==> src/rtl/led7seg_scanner.sv <==
// led7seg_scanner: time-multiplexes four hex digits onto a shared active-low
// 7-segment bus with active-low anodes, dead time between digits and a
// once-per-frame input snapshot. Optional leading-zero blanking is compiled
// in when LED7SEG_LZB_EN is defined.
module led7seg_scanner #(
  parameter int SCAN_DIV  = 390,
  parameter int BLANK_CYC = 8
) (
  input  logic       I_CLK,
  input  logic       I_RESET_N,
  input  logic [3:0] I_DIGIT3,
  input  logic [3:0] I_DIGIT2,
  input  logic [3:0] I_DIGIT1,
  input  logic [3:0] I_DIGIT0,
  input  logic [3:0] I_DRVEN,
  input  logic [3:0] I_DOTS,
  output logic [6:0] O_SEG_N,
  output logic       O_DP_N,
  output logic [3:0] O_AN_N
);

  localparam int CW = (SCAN_DIV > 1) ? $clog2(SCAN_DIV) : 1;
  localparam logic [CW-1:0] CNT_LAST  = CW'(SCAN_DIV - 1);
  localparam logic [CW-1:0] BLANK_END = CW'(BLANK_CYC);

  logic [CW-1:0] cnt_reg;
  logic [1:0]    idx_reg;
  logic [15:0]   snap_digits_reg;
  logic [3:0]    snap_en_reg;
  logic [3:0]    snap_dots_reg;
  logic [3:0]    snap_lz_reg;

  logic [15:0]   digits_in;
  logic [3:0]    lz_next;
  logic          wrap;
  logic          capture;
  logic [3:0]    cur_digit;
  logic [3:0]    an_next;
  logic [6:0]    seg_next;
  logic          dp_next;

  assign digits_in = {I_DIGIT3, I_DIGIT2, I_DIGIT1, I_DIGIT0};
  assign wrap      = (cnt_reg == CNT_LAST);
  // Last cycle of slot 0 is the frame boundary: latch the next frame's data.
  assign capture   = wrap && (idx_reg == 2'd0);

`ifdef LED7SEG_LZB_EN
  // A digit is a leading zero when it and every digit to its left are 0.
  // Digit 0 always stays visible so an all-zero value still shows "0".
  always_comb begin
    lz_next    = 4'b0000;
    lz_next[3] = (I_DIGIT3 == 4'd0);
    lz_next[2] = lz_next[3] && (I_DIGIT2 == 4'd0);
    lz_next[1] = lz_next[2] && (I_DIGIT1 == 4'd0);
  end
`else
  assign lz_next = 4'b0000;
`endif

  // 7-segment decode, active-low {g,f,e,d,c,b,a}.
  function automatic logic [6:0] decode(input logic [3:0] code);
    logic [6:0] seg;
    case (code)
      4'h0: seg = 7'h40;
      4'h1: seg = 7'h79;
      4'h2: seg = 7'h24;
      4'h3: seg = 7'h30;
      4'h4: seg = 7'h19;
      4'h5: seg = 7'h12;
      4'h6: seg = 7'h02;
      4'h7: seg = 7'h78;
      4'h8: seg = 7'h00;
      4'h9: seg = 7'h10;
      4'hA: seg = 7'h08;
      4'hB: seg = 7'h03;
      4'hC: seg = 7'h46;
      4'hD: seg = 7'h21;
      4'hE: seg = 7'h06;
      default: seg = 7'h0E;
    endcase
    return seg;
  endfunction

  // Slot counter and digit index: index steps 3->2->1->0->3 on each wrap.
  always_ff @(posedge I_CLK or negedge I_RESET_N) begin
    if (!I_RESET_N) begin
      cnt_reg <= '0;
      idx_reg <= 2'd3;
    end else if (wrap) begin
      cnt_reg <= '0;
      idx_reg <= idx_reg - 2'd1;
    end else begin
      cnt_reg <= cnt_reg + 1'b1;
    end
  end

  // Frame snapshot: all inputs captured together so a frame never tears.
  always_ff @(posedge I_CLK or negedge I_RESET_N) begin
    if (!I_RESET_N) begin
      snap_digits_reg <= '0;
      snap_en_reg     <= '0;
      snap_dots_reg   <= '0;
      snap_lz_reg     <= '0;
    end else if (capture) begin
      snap_digits_reg <= digits_in;
      snap_en_reg     <= I_DRVEN;
      snap_dots_reg   <= I_DOTS;
      snap_lz_reg     <= lz_next;
    end
  end

  assign cur_digit = snap_digits_reg[{idx_reg, 2'b00} +: 4];

  // Next output value from the current phase; dark unless in ON phase of an
  // enabled digit. A blanked leading zero still lights its dot if requested.
  always_comb begin
    an_next  = 4'hF;
    seg_next = 7'h7F;
    dp_next  = 1'b1;
    if ((cnt_reg >= BLANK_END) && snap_en_reg[idx_reg]) begin
      if (!snap_lz_reg[idx_reg]) begin
        an_next  = ~(4'b0001 << idx_reg);
        seg_next = decode(cur_digit);
        dp_next  = ~snap_dots_reg[idx_reg];
      end else if (snap_dots_reg[idx_reg]) begin
        an_next  = ~(4'b0001 << idx_reg);
        dp_next  = 1'b0;
      end
    end
  end

  // Registered outputs; asynchronous reset darkens the display immediately.
  always_ff @(posedge I_CLK or negedge I_RESET_N) begin
    if (!I_RESET_N) begin
      O_AN_N  <= 4'hF;
      O_SEG_N <= 7'h7F;
      O_DP_N  <= 1'b1;
    end else begin
      O_AN_N  <= an_next;
      O_SEG_N <= seg_next;
      O_DP_N  <= dp_next;
    end
  end

endmodule

==> config.mk <==
export PLATFORM = sky130hd
export DESIGN_NAME = led7seg_scanner
export DESIGN_NICKNAME = d
export VERILOG_FILES = /design/src/rtl/led7seg_scanner.sv
export SDC_FILE = /design/constraint.sdc
export NUM_CORES = 1
export LEC_CHECK = 0
export CAP_MARGIN = 20
export CORE_MARGIN = 1.5
export CORE_UTILIZATION = 35
export CTS_BUF_LIST = sky130_fd_sc_hd__clkbuf_2 sky130_fd_sc_hd__clkbuf_4 sky130_fd_sc_hd__clkbuf_8
export DETAILED_ROUTE_END_ITERATION = 7
export GPL_ROUTABILITY_DRIVEN = 0
export SLEW_MARGIN = 20
export SYNTH_ARGS = -nofsm -noshare
export SYNTH_HDL_FRONTEND = slang
export SYNTH_SLANG_ARGS = --single-unit
==> constraint.sdc <==
create_clock -name I_CLK -period 3.2 [get_ports I_CLK]
set_clock_uncertainty 0.1 [all_clocks]
set_input_delay 0.64 -clock I_CLK [delete_from_list [all_inputs] [get_ports I_CLK]]
set_output_delay 0.64 -clock I_CLK [all_outputs]
set_load 0.02 [all_outputs]
==> out/metrics.yaml, run 1 <==
root_buffer: "clkbuf_8"
syn_nets: 209
slowest_stage: "dfstp_2"
final.period_utilization_pct: 70.8
power_leakage_nw: 1.28
critPathMaxFanout: 9
hold_viol: 0
insertion_delay_ns: 0.30
max_stage_delay_ns: 0.69
status: "finished with violations"
cts-htree-levels: 2
synth.distinct_cells: 34
fp.dieH_um: 85.3
drtAntennaViolNets: 0
synth-edff-count: 0
grt_pass1_wl_mm: 7.02
worstPathCellList: "mux4_2, ha_1, or2_2, a21oi_1, o21ai_0"
cp_num_buf_inv: 0
clock.fmax_mhz: 441
async_reset_ff_share_pct: 100
wirelength_mm: 3.99
cp-start-kind: "flop"
ys_ff_latch: 47
num_io_pins: 38
mostFrequentLayoutCell: "clkdlybuf4s50_1"
post-cts-setup-buffers: 0
maxCapViolCount: 0
cts-resized-gates: 0
row_count: 29
ir_drop_uv: 242
cp.required_ns: 3.31
num_vias: 1346
p_per_area_nw_per_um2: 402
syn-cell-area_um2: 2370
slew_violations: 0
ys.flop_type: "dfrtp_1"
grt_pass1_vias: 1439
final_cell_mix: "36 x clkdlybuf4s50_1, 33 x dfrtp_1, 20 x mux2_4"
fin_crit_ns: 2.27
synth_seq_area_share_pct: 50.3
critPathKind: "reg2reg"
drc_errors: 4
finalSetupViolCount: 0
cp.arrival_ns: 2.38
end_kind: "flop"
io_buffers: 37
fin_ws_ns: 0.934
min_path_type: "in2async"
rsz0062_at_grt: "false"
crit_family: "flip-flops"
area_growth_pct: 21.2
synthCells: 170
register_area_um2: 1190
cts_hold_buf: 0
grt_max_degree: 48
die_x_um: 85.3
core-area_um2: 6460
cts_sinks: 47
failed_checks: "DRC"
clkSlewWorstSetupHoldPaths_ns: 0.09
cts_buffers: 5
nNetsFinal: 246
tightest_slew_ns: 0.575
pre_cts_ws_ns: 0.927
drive_gt1_share_pct: 30.3
place_hpwl_mm: 2.85
fillers: 610
finalSetupTns_ns: 0
diodes: 0
first_pass_iters: 6
relSlewSlack_pct: 61.7
viasPerCell: 4.72
cts_buffer_depth: 2
multi_input_area_um2: 1090
dieArea_um2: 7280
largest_reg_flops: 16
cts_tree: "yes"
initial_utilization_pct: 36.7
antenna_found_initial: 0
overflow: 0
wire_per_inst_um: 14.0
yosys_warnings: 0
track_usage_pct: 12.5
first_iter_violations: 55
synth_area_per_cell_um2: 14.0
## where the power goes
group | internal, mW | switching, mW | total [mW]
combinational | 0.0788 | 0.0535 | 0.132
sequential | 0.623 | 0.0137 | 0.637
clock | 0.186 | 0.199 | 0.385
total | 0.888 | 0.267 | 1.15
## worst paths after layout
| kind | startpoint | endpoint | slack [ns] | cells after the start |
|---|---|---|---|---|
| worst max register to register | idx_reg[0] | O_SEG_N[3] | 0.93 | 5 |
| min in group I_CLK | snap_digits_reg[8] | snap_digits_reg[8] | 0.42 | 1 |
| worst max-delay path | idx_reg[0] | O_SEG_N[3] | 0.93 | 5 |
| worst min-delay path | I_RESET_N | cnt_reg[6] | 0.23 | 1 |
| max in group asynchronous | I_RESET_N | O_SEG_N[4] | 2.37 | 1 |
| worst min register to register | snap_digits_reg[8] | snap_digits_reg[8] | 0.42 | 1 |
## cell usage after synthesis (2+ instances only)
library cell	n	area, µm²
dfrtp_1	33	826
mux2_4	20	300
dfstp_2	14	368
ha_1	13	163
nand2_1	10	37.5
nor2_1	8	30.0
inv_1	7	26.3
mux4_2	7	158
xor2_1	7	61.3
mux2_2	5	56.3
nand3_1	5	25.0
xnor2_1	5	43.8
clkbuf_1	4	15.0
a21oi_1	3	15.0
o211ai_1	3	22.5
o21ai_0	3	15.0
and3_1	2	12.5
buf_12	2	40.0
nand4_1	2	12.5
nor3b_1	2	15.0
or2_2	2	12.5
## logic make-up after synthesis
group | after synthesis | share of synthesized area, %
simple gates | 39 | 9.44
flops | 47 | 50.3
buf+inv | 14 | 3.64
fa+ha+maj | 13 | 6.86
mux | 32 | 21.7
xor+xnor | 12 | 4.43
compound gates | 13 | 3.64
## through the flow
stage | hold slack (ns) | cell area, µm² | cells | utilization [%] | power (mW)
global route | 0.267 | 2880 | 285 | 44.5 | 1.21
CTS | 0.421 | 2870 | 285 | 44.5 | 1.17
finish | 0.230 | 2880 | 285 | 44.5 | 1.15
floorplan | 0.244 | 2370 | 170 | - | 0.712
detailed placement | 0.397 | 2770 | 277 | 42.9 | 0.783
global placement | 0.380 | 2770 | 277 | 42.9 | 0.781
## routing by layer
layer / up-vias / global-route usage (%) / part of all wire [%]
met4: 0 / 4.84 / 1.7
met1: 647 / 17.3 / 50
li1: 659 / - / -
met3: 5 / 3.70 / 5.5
met5: - / 0 / 0
met2: 35 / 18.5 / 43
## worst register-to-register path: stages (launching register included)
cell	delay (ns)
dfstp_2	0.69
mux4_2	0.61
ha_1	0.27
or2_2	0.30
a21oi_1	0.13
o21ai_0	0.09
## final cells by class
cell class | instances | share of cell area [%]
sequential | 47 | 41.5
multi-input combinational | 109 | 38.0
timing repair buffer | 37 | 12.8
tap | 77 | 3.35
clock buffer | 7 | 3.13
inverter | 7 | 0.914
clock inverter | 1 | 0.305
(Power assumes the default switching activity.)
==> run 2: changes to the inputs <==
==> constraint.sdc (replaced) <==
create_clock -name I_CLK -period 2.1 [get_ports I_CLK]
set_clock_uncertainty 0.1 [all_clocks]
set_input_delay 0.42 -clock I_CLK [delete_from_list [all_inputs] [get_ports I_CLK]]
set_output_delay 0.42 -clock I_CLK [all_outputs]
set_load 0.02 [all_outputs]
==> run 2 against run 1 <==
Effect of this change: the flow still finishes with violations (DRC); hold slack worse by 0.13 ns; sequential cell count stayed put; design area rose by 5.3%; global-route usage down 0.14 points; cell count increased by 4.6%; fmax grew 11%; register-to-register slack lost 0.88 ns; critical endpoint is now O_SEG_N[4].
==> out/metrics.yaml, run 2 (synthesis results as in run 1) <==
relSlewSlack_pct: 61.8
clkSlewWorstSetupHoldPaths_ns: 0.08
tightest_slew_ns: 0.573
mostFrequentLayoutCell: "clkdlybuf4s50_1"
clock_power_share_pct: 33.3
p_switching_uw: 393
cts_tree: "yes"
worstPathCellList: "mux4_2, ha_4, mux2_2, o21ai_2, nand2_1"
drc_errors: 1
cp.arrival_ns: 2.17
die_x_um: 85.3
final_cell_mix: "36 x clkdlybuf4s50_1, 33 x dfrtp_1, 20 x mux2_4"
antenna_found_initial: 0
core-area_um2: 6460
swShare_pct: 21.9
p_per_area_nw_per_um2: 592
cts-htree-levels: 2
cts_hold_buf: 0
multi_input_area_um2: 1140
cp-start-kind: "flop"
critPathKind: "reg2reg"
fin_crit_ns: 2.05
grt_pass1_vias: 1444
grt_pass1_wl_mm: 7.00
fillers: 623
viasPerCell: 4.79
power_leakage_nw: 1.35
track_usage_pct: 12.3
initial_utilization_pct: 36.7
final.period_utilization_pct: 97.6
met2_usage_pct: 18.0
num_vias: 1426
drtAntennaViolNets: 0
row_count: 29
dieArea_um2: 7280
first_iter_violations: 50
cp.required_ns: 2.22
fin_ws_ns: 0.0503
max_stage_delay_ns: 0.62
fp.dieH_um: 85.3
largest_reg_flops: 16
critPathMaxFanout: 5
root_buffer: "clkbuf_8"
clock.fmax_mhz: 488
wirelength_mm: 4.06
dp_cells: 285
cts_sinks: 47
rsz0062_at_grt: "true"
io_buffers: 37
first_pass_iters: 6
pre_cts_ws_ns: 0.0348
p_int_mw: 1.40
reg2regPathDepth: 5
register_area_um2: 1190
overflow: 0
cts_buffers: 5
diodes: 0
globalRouteMet3Util_pct: 3.31
num_io_pins: 38
finalSetupViolCount: 0
hold_viol: 0
failed_checks: "DRC"
status: "finished with violations"
maxCapViolCount: 0
place_hpwl_mm: 2.89
nNetsFinal: 259
drive_gt1_share_pct: 37.1
slowest_stage: "mux4_2"
share_comb_of_total_power_pct: 12.6
area_growth_pct: 27.6
insertion_delay_ns: 0.29
min_path_type: "in2async"
end_kind: "flop"
seqPwrFrac_pct: 54.2
busiest_layer: "met2"
instances_no_fill: 298
total_power_mw: 1.79
wire_per_inst_um: 13.6
ir_drop_uv: 256
slew_violations: 0
met1_usage_pct: 17.6
grt_max_degree: 48
cts_buffer_depth: 2
[run 2: cell count changes in the layout (fill, tap and decap cells not counted), moves of 2 or more]
cell / delta
inv_4: +2
or2_4: +2
ha_4: +2
buf_4: +12
o21ai_0: -2
or2_2: -2
ha_1: -2
inv_1: -2
[run 2: layout make-up]
class | instances | area share, %
flip-flops and latches | 47 | 39.4
repair buffers | 50 | 15.3
clock buffers | 8 | 3.43
well taps | 77 | 3.18
inverters | 7 | 1.03
multi-input cells | 109 | 37.6
[run 2: final timing paths]
path / slack, ns / from / to
min in group I_CLK: 0.40 / cnt_reg[6] / cnt_reg[6]
max: 0.05 / idx_reg[0] / O_SEG_N[4]
max reg2reg: 0.05 / idx_reg[0] / O_SEG_N[4]
min: 0.10 / I_RESET_N / cnt_reg[6]
min reg2reg: 0.40 / cnt_reg[6] / cnt_reg[6]
max in group asynchronous: 1.41 / I_RESET_N / idx_reg[0]
[run 2: timing repair]
action | CTS | global route
endpoints found under the setup margin | 0 | 6
resized for setup | 0 | 13
buffers inserted | 0 | 5
[run 2: per-layer routing]
layer	wire length, µm	part of all wire [%]	up-vias
met2	1800	44	37
met1	1990	49	693
met3	192	4.7	7
met5	0	0	-
met4	67	1.7	0
li1	-	-	689
[run 2: power groups by stage]
stage / clock network, mW / logic [mW] / registers (mW)
finish: 0.596 / 0.225 / 0.970
global route: 0.660 / 0.246 / 0.976
CTS: 0.629 / 0.209 / 0.971
detailed placement: 0 / 0.209 / 0.988
global placement: 0 / 0.208 / 0.988
floorplan: 0 / 0.0871 / 0.999
[run 2: critical path, delay by kind of cell (launching register included)]
| kind | cells | cell delay (ns) |
|---|---|---|
| and+or+nand+nor | 1 | 0.06 |
| AOI/OAI and AO/OA | 1 | 0.11 |
| DFF | 1 | 0.59 |
| adders and majority gates | 1 | 0.22 |
| muxes | 2 | 0.89 |
[run 2: per-stage QoR]
step	util [%]	hold WS, ns	instance area, µm²	TNS [ns]
after floorplan	-	0.0244	2380	0
after global placement	43.9	0.383	2840	0
after detailed placement	43.9	0.395	2840	0
after CTS	45.5	0.120	2940	0
after global routing	46.9	0.152	3030	-0.0518
final	46.9	0.101	3030	0
